## src/rtl/irq_pkg.sv

```systemverilog
// rtl/irq_pkg.sv - shared constants and state type for the interrupt priority controller
//
// Purpose : source count, id width and grant FSM state encoding used by
//           irq_priority_ctrl and prio_enc_8.
// Ports   : none (package).
package irq_pkg;

  localparam int N_IRQ = 8;
  localparam int ID_W  = 3;

  typedef enum logic {
    IDLE = 1'b0,
    HOLD = 1'b1
  } state_t;

endpackage

```

## src/rtl/prio_enc_8.sv

```systemverilog
// rtl/prio_enc_8.sv - 8-input fixed-priority encoder, highest index wins
//
// Purpose : combinational selector returning the binary index of the
//           highest set request bit.
// Ports   : i_req [7:0]  request vector
//           o_id  [2:0]  index of highest set bit (0 when none set)
//           o_any        at least one request bit set
module prio_enc_8
  import irq_pkg::*;
(
  input  logic [N_IRQ-1:0] i_req,
  output logic [ID_W-1:0]  o_id,
  output logic             o_any
);

  // Ascending scan so the last (highest) set bit overwrites lower ones.
  always_comb begin
    o_id  = '0;
    o_any = |i_req;
    for (int i = 0; i < N_IRQ; i++) begin
      if (i_req[i]) begin
        o_id = ID_W'(i);
      end
    end
  end

endmodule

```

## src/rtl/irq_priority_ctrl.sv

```systemverilog
// rtl/irq_priority_ctrl.sv - 8-source interrupt capture and fixed-priority grant controller
//
// Purpose : captures request events (edge or level), holds them as pending,
//           grants the highest unmasked pending source through a
//           valid/ready handshake, and flags requests that arrive while
//           their source is already pending.
// Ports   : clk              clock, rising edge
//           rst              asynchronous active-high reset
//           irq_in    [7:0]  raw request lines, 7 = highest priority
//           mask      [7:0]  1 blocks selection, not capture
//           out_ready        downstream accepts out_id
//           clr_lost         pulse clearing the lost flags
//           out_valid        out_id carries a granted source
//           out_id    [2:0]  granted source index
//           pending   [7:0]  captured, not-yet-granted requests
//           lost      [7:0]  sticky per-source overrun flags
module irq_priority_ctrl
  import irq_pkg::*;
#(
  parameter bit EDGE_MODE = 1'b1
) (
  input  logic             clk,
  input  logic             rst,
  input  logic [N_IRQ-1:0] irq_in,
  input  logic [N_IRQ-1:0] mask,
  input  logic             out_ready,
  input  logic             clr_lost,
  output logic             out_valid,
  output logic [ID_W-1:0]  out_id,
  output logic [N_IRQ-1:0] pending,
  output logic [N_IRQ-1:0] lost
);

  state_t            r_state;
  state_t            w_state_nxt;
  logic [N_IRQ-1:0]  r_irq_q;
  logic [N_IRQ-1:0]  r_pending;
  logic [N_IRQ-1:0]  r_lost;
  logic [ID_W-1:0]   r_out_id;

  logic [N_IRQ-1:0]  w_evt;
  logic [N_IRQ-1:0]  w_eligible;
  logic [N_IRQ-1:0]  w_clr;
  logic [N_IRQ-1:0]  w_lost_set;
  logic [ID_W-1:0]   w_sel_id;
  logic              w_sel_any;
  logic              w_load;
  logic              w_grant;

  assign w_evt      = EDGE_MODE ? (irq_in & ~r_irq_q) : irq_in;
  assign w_eligible = r_pending & ~mask;

  prio_enc_8 u_prio_enc (
    .i_req (w_eligible),
    .o_id  (w_sel_id),
    .o_any (w_sel_any)
  );

  // A new id may be loaded whenever the output slot is empty or being
  // consumed this cycle; this gives one grant per cycle under out_ready=1.
  always_comb begin
    w_state_nxt = r_state;
    w_grant     = 1'b0;
    w_load      = (r_state == IDLE) || out_ready;
    if (w_load) begin
      if (w_sel_any) begin
        w_state_nxt = HOLD;
        w_grant     = 1'b1;
      end else begin
        w_state_nxt = IDLE;
      end
    end
  end

  assign w_clr = w_grant ? (N_IRQ'(1) << w_sel_id) : '0;

  // A loss is only an event landing on a bit that stays pending; if the
  // same bit is being granted this cycle the event simply re-arms it.
  assign w_lost_set = w_evt & r_pending & ~w_clr;

  always_ff @(posedge clk or posedge rst) begin
    if (rst) begin
      r_state <= IDLE;
    end else begin
      r_state <= w_state_nxt;
    end
  end

  always_ff @(posedge clk or posedge rst) begin
    if (rst) begin
      r_irq_q   <= '0;
      r_pending <= '0;
      r_lost    <= '0;
      r_out_id  <= '0;
    end else begin
      r_irq_q   <= irq_in;
      // Set after clear: a same-cycle event survives the grant.
      r_pending <= (r_pending & ~w_clr) | w_evt;
      r_lost    <= (clr_lost ? '0 : r_lost) | w_lost_set;
      if (w_grant) begin
        r_out_id <= w_sel_id;
      end
    end
  end

  assign out_valid = (r_state == HOLD);
  assign out_id    = r_out_id;
  assign pending   = r_pending;
  assign lost      = r_lost;

endmodule

```

## config.mk

```make
export PLATFORM = sky130hd
export DESIGN_NAME = irq_priority_ctrl
export DESIGN_NICKNAME = d
export VERILOG_FILES = /design/src/rtl/irq_pkg.sv /design/src/rtl/prio_enc_8.sv /design/src/rtl/irq_priority_ctrl.sv
export SDC_FILE = /design/constraint.sdc
export NUM_CORES = 1
export LEC_CHECK = 0
export BUFFER_PORTS_ARGS = -buffer_cell sky130_fd_sc_hd__buf_4
export CAP_MARGIN = 40
export CORE_ASPECT_RATIO = 1.25
export CORE_MARGIN = 2
export CORE_UTILIZATION = 55
export CTS_BUF_LIST = sky130_fd_sc_hd__clkbuf_4 sky130_fd_sc_hd__clkbuf_8
export DETAILED_ROUTE_END_ITERATION = 8
export PLACE_DENSITY = 0.85
export SLEW_MARGIN = 20
export SYNTH_ARGS = -nofsm -noshare
export SYNTH_HDL_FRONTEND = slang
export SYNTH_SLANG_ARGS = --single-unit
export TNS_END_PERCENT = 5
```

## constraint.sdc

```tcl
create_clock -name clk -period 3 [get_ports clk]
set_clock_uncertainty 0.2 [all_clocks]
set_input_delay 0 -clock clk [delete_from_list [all_inputs] [get_ports clk]]
set_output_delay 0 -clock clk [all_outputs]
set_load 0.02 [all_outputs]
```

Word level (Yosys, flattened, before mapping):

Index checks and enable logic that the tools add are counted.

* shift-type cells: 1
* multiplexer cells: 11
* bitwise logic cells: 11
* reduce and logical (&&, ||, !) cells: 2

Operators by type and width (number)
* 8-bit bitwise AND: 5
* 8-bit inverter: 3
* 8-bit 2-to-1 mux: 2
* 8-bit bitwise OR: 2
* 3-bit 2-to-1 mux: 4
* 8-bit OR reduction: 1
* 1-bit by 3-bit left shift with 8-bit output, first input constant: 1
* 2-bit 2-to-1 mux: 2
* 1-bit 2-to-1 mux: 3
* 1-bit logical OR: 1
* 1-bit inverter: 1

* register bits after elaboration: 28
* bits of input ports: 20
* logic and storage cells: 30

Depth between registers and ports, before layout:

* word-level depth: 14
* depth in mapped cells: 4
* depth with buffers taken out: 4

Modules after synthesis:

Synthesis repeated with hierarchy kept, for this count alone.

* cells, all modules: 104
* area total of the unflattened synthesis: 1191.1 µm²

Modules (own cells, without submodules)
* irq_priority_ctrl: instances 1, cells an instance 92, area an instance 1124.8 µm², sequential area each 700.7 µm²
* prio_enc_8: instances 1, cells an instance 12, area an instance 66.3 µm², sequential area each 0.0 µm²

Worst setup path before layout:

OpenSTA, ideal clock, no wires.

* path kind: reg-to-reg
* start: register r_pending[4] (netlist: pending[4])
* end: register r_out_id[0] (netlist: out_id[0])
* setup time: 0.125 ns
* arrival: 1.416 ns
* data required time: 2.675 ns
* slack: 1.259 ns
* stages on the path, launching flop included: 5
* period minus slack after synthesis: 1.741 ns
* path through: dfrtp_1 nor2b_4 nor4_4 a41o_1 mux2_4

* longest elaborated chain between the ends: 5
* elaborated cells between the ends (all ways): 8

Ends and longest elaborated chain
* start, declared: line irq_priority_ctrl.sv:37 `logic [N_IRQ-1:0] r_pending;`
* start signal, assigned: line irq_priority_ctrl.sv:98 `r_pending <= (r_pending & ~w_clr) | w_evt;`
* 8-bit bitwise AND (*): line irq_priority_ctrl.sv:51 `assign w_eligible = r_pending & ~mask;`
* 3-bit 2-to-1 mux (4 in a row): line prio_enc_8.sv:21 `if (i_req[i]) begin`
* end signal, assigned: line irq_priority_ctrl.sv:101 `r_out_id <= w_sel_id;`
* end, declared: line irq_priority_ctrl.sv:39 `logic [ID_W-1:0] r_out_id;`

Every way passes the cells marked *; elsewhere a longest branch is shown, timed or not.
A chain may end at the register's enable or synchronous reset.

Worst setup path in the final report:

* start: register r_pending[5] (netlist: pending[5])
* end: register r_lost[5] (netlist: lost[5])

* longest elaborated chain between the ends: 9
* elaborated cells between the ends (all ways): 13

Ends and longest elaborated chain
* 8-bit bitwise AND: line irq_priority_ctrl.sv:51
* 3-bit 2-to-1 mux (3 in a row): line prio_enc_8.sv:21
* 1-bit by 3-bit left shift with 8-bit output: line irq_priority_ctrl.sv:75 `assign w_clr = w_grant ? (N_IRQ'(1) << w_sel_id) : '0;`
* 8-bit 2-to-1 mux: line irq_priority_ctrl.sv:75
* 8-bit inverter: line irq_priority_ctrl.sv:79 `assign w_lost_set = w_evt & r_pending & ~w_clr;`
* 8-bit bitwise AND (*): line irq_priority_ctrl.sv:79
* 8-bit bitwise OR (*): line irq_priority_ctrl.sv:99 `r_lost <= (clr_lost ? '0 : r_lost) | w_lost_set;`
* end signal, assigned: line irq_priority_ctrl.sv:99
* end, declared: line irq_priority_ctrl.sv:38 `logic [N_IRQ-1:0] r_lost;`

Marks and branches as above.

==> qor.csv <==
stage,metric,value,unit
status,status,"complete, no violations",
synthesis,dominant synthesized flop cell,dfrtp_1,
setup_path,R2R cell count,5,
setup_path,Critical Path End Type,flip-flop,
detailed_routing,Iter 0 DRT Violations,21,
setup_path,worst path arrival time,1.88,ns
clocking,CTS tree,done,
clocking,H-tree levels,1,
timing,Highest Clock Rate,0.542,GHz
timing,Slew HR,0.633,
timing,Final TNS setup,0,ns
floorplan,die area,2890,um^2
synthesis,most frequent cell after synthesis,dfrtp_1,
synthesis,Post-Syn Area,1360,um^2
timing,endpoints failing hold,0,
power,static leakage,0.000905,uW
flow_run,Max Cap Viol,0,
clocking,Max clock buf depth,2,
detailed_routing,DRT Pass-1 Iters,4,
timing,Slew @ Worst Pin,0.550,ns
timing,final period utilization,0.615,
layout,final net count,207,
layout,Final Util,0.809,
place,Buffers on Ports,39,
synthesis,Yosys Warn Count,0,
synthesis,Post-synth ARST share,1.00,
setup_path,crit start category,flip-flop,
floorplan,height of the die,59.7,um
setup_path,Worst EP required,3.04,ns
global_routing,antenna violations before repair,0,
setup_path,kind of critical path,flip-flop to flip-flop,
floorplan,Die W,48.5,um
layout,fraction of layout cells with a size suffix above 1,0.328,
hold_path,HP Class,primary input to flip-flop,
synthesis,net count of the mapped netlist,144,
detailed_routing,Post-Route WL,3120,um
floorplan,Core Box Area,2400,um^2
detailed_routing,ANT nets after route,0,
synthesis,Synth cell types,37,
detailed_routing,DRC viols,0,
detailed_routing,wire length per cell,14.3,um
global_routing,number of global-route vias before repair,1140,
global_routing,largest net degree at the start of global routing,17,
detailed_routing,DR vias/cell,5.26,
timing,final setup violation count,0,
synthesis,"top cells by area, synth","dfrtp_1, nand2b_1, nor2_1",
timing,RSZ-0062 raised after global routing,false,
synthesis,Syn Area/Cell,11.0,um^2
timing,max-slew violation count,0,
synthesis,number of synthesized flops with an enable pin,0,
hold_path,hold path depth,4,
timing,Tmin final,1.84,ns
clocking,TritonCTS Buffers,3,
synthesis,most instantiated cells after synthesis,"dfrtp_1, nor2_1, nand2b_1",
synthesis,register bit total from synthesis,28,
layout,area delta synth->final,42.7,%
place,RePlAce Congestion,0.836,
place,HPWL Detailed,2150,um
synthesis,largest area contributor in the netlist,dfrtp_1,
global_routing,grt total ovfl,0,
power,PwrDens,518,nW/um^2
floorplan,Starting Density,0.567,
detailed_routing,vias,1153,
layout,FILL cells,153,
synthesis,top cell type's share of synthesized area,0.514,
floorplan,Core Rows,20,
timing,hold_ws,0.0110,ns
clocking,Worst-path clk slew,0.15,ns
clocking,# clock sinks,28,
floorplan,count of boundary I/O pins,40,
power,Worst VDD drop,0.000500,V
synthesis,cells after synthesis,124,
setup_path,Critical Path Fanout Max,5,
clocking,clock insertion delay at the later pin of the skew report,0.33,ns
global_routing,Total Routing Usage GR,0.239,
synthesis,register area share after synthesis,0.514,
global_routing,first-pass GRT wire length,5250,um
clocking,Root Driver,clkbuf_4,
layout,Inserted Diodes,0,
==> placed cells by master (no fill, tap or decap), types with 2 or more instances in the layout <==
| cell | count |
|---|---|
| dlygate4sd3_1 | 18 |
| clkbuf_4 | 3 |
| inv_1 | 8 |
| nor2b_1 | 6 |
| nand2b_1 | 9 |
| a21oi_1 | 5 |
| buf_4 | 39 |
| o21bai_1 | 2 |
| nand2_1 | 8 |
| nand2b_4 | 2 |
| a31oi_1 | 4 |
| nor2b_4 | 3 |
| nor2_1 | 12 |
| dfrtp_1 | 28 |
| and2b_1 | 3 |
| o21ai_0 | 8 |
| o22ai_1 | 3 |
==> metrics by stage <==
step	setup slack, ns	std cells	area, um^2	total power, uW
after floorplan	1.26	124	1360	630
after global routing	1.08	219	1940	1060
after detailed placement	1.26	197	1710	744
final	1.16	219	1940	1010
after global placement	1.33	196	1700	734
after CTS	1.18	219	1940	1000
==> worst max-delay path, stage by stage, from the launching register on <==
cell,delay (ns)
dfrtp_1,0.43
nor2b_4,0.26
nand4_1,0.11
dlygate4sd3_1,0.58
nand2_1,0.09
o22ai_1,0.07
==> path summary, 6_finish.rpt <==
kind	to	slack [ns]	from
max in group asynchronous	pending[1]$_DFF_PP0_	2.05	rst
setup reg to reg	lost[5]$_DFF_PP0_	1.16	pending[5]$_DFF_PP0_
hold reg to reg	pending[4]$_DFF_PP0_	0.26	r_irq_q[4]$_DFF_PP0_
min in group asynchronous	lost[7]$_DFF_PP0_	0.05	rst
hold / removal	out_valid$_DFFE_PP0P_	0.01	mask[2]
setup / recovery	lost[5]$_DFF_PP0_	1.16	pending[5]$_DFF_PP0_
==> metal layers <==
metal | GRT usage | routed length [um] | vias to the layer above
met5 | 0 | 0 | -
met3 | 0.0250 | 85 | 9
met2 | 0.399 | 1550 | 30
li1 | - | - | 561
met1 | 0.318 | 1390 | 553
met4 | 0.118 | 99 | 0
==> logic make-up after synthesis <==
family,synth area share
AOI/OAI and AO/OA,0.190
buffers and inverters,0.0220
DFF,0.514
muxes,0.0110
and+or+nand+nor,0.263
==> cell type report <==
type,count,area [um^2],area share
Clock inverter,1,30.0,0.0154
Sequential cell,28,701,0.360
Timing Repair Buffer,58,488,0.251
Multi-Input combinational cell,88,632,0.325
Tap cell,33,41.3,0.0212
Clock buffer,3,22.5,0.0116
Inverter,8,30.0,0.0154
==> sequential cells by signal, summed over array words and instances, names as in the netlist <==
name	cells
out_valid	1
r_irq_q	8
pending	8
lost	8
out_id	3
==> where the power goes <==
part / internal, uW / switching (uW)
combinational: 147 / 166
clock: 135 / 111
sequential: 418 / 29.5
total: 701 / 307
==> repair_timing <==
| item | 4_1_cts | 5_1_grt |
|---|---|---|
| endpoints found under the hold margin | 55 | 0 |
| setup buffers | 0 | 0 |
| hold buffers | 18 | 0 |
| setup endpoints to repair | 0 | 0 |
| resized for setup | 0 | 0 |
No activity file was read; power rests on OpenSTA's default activity.
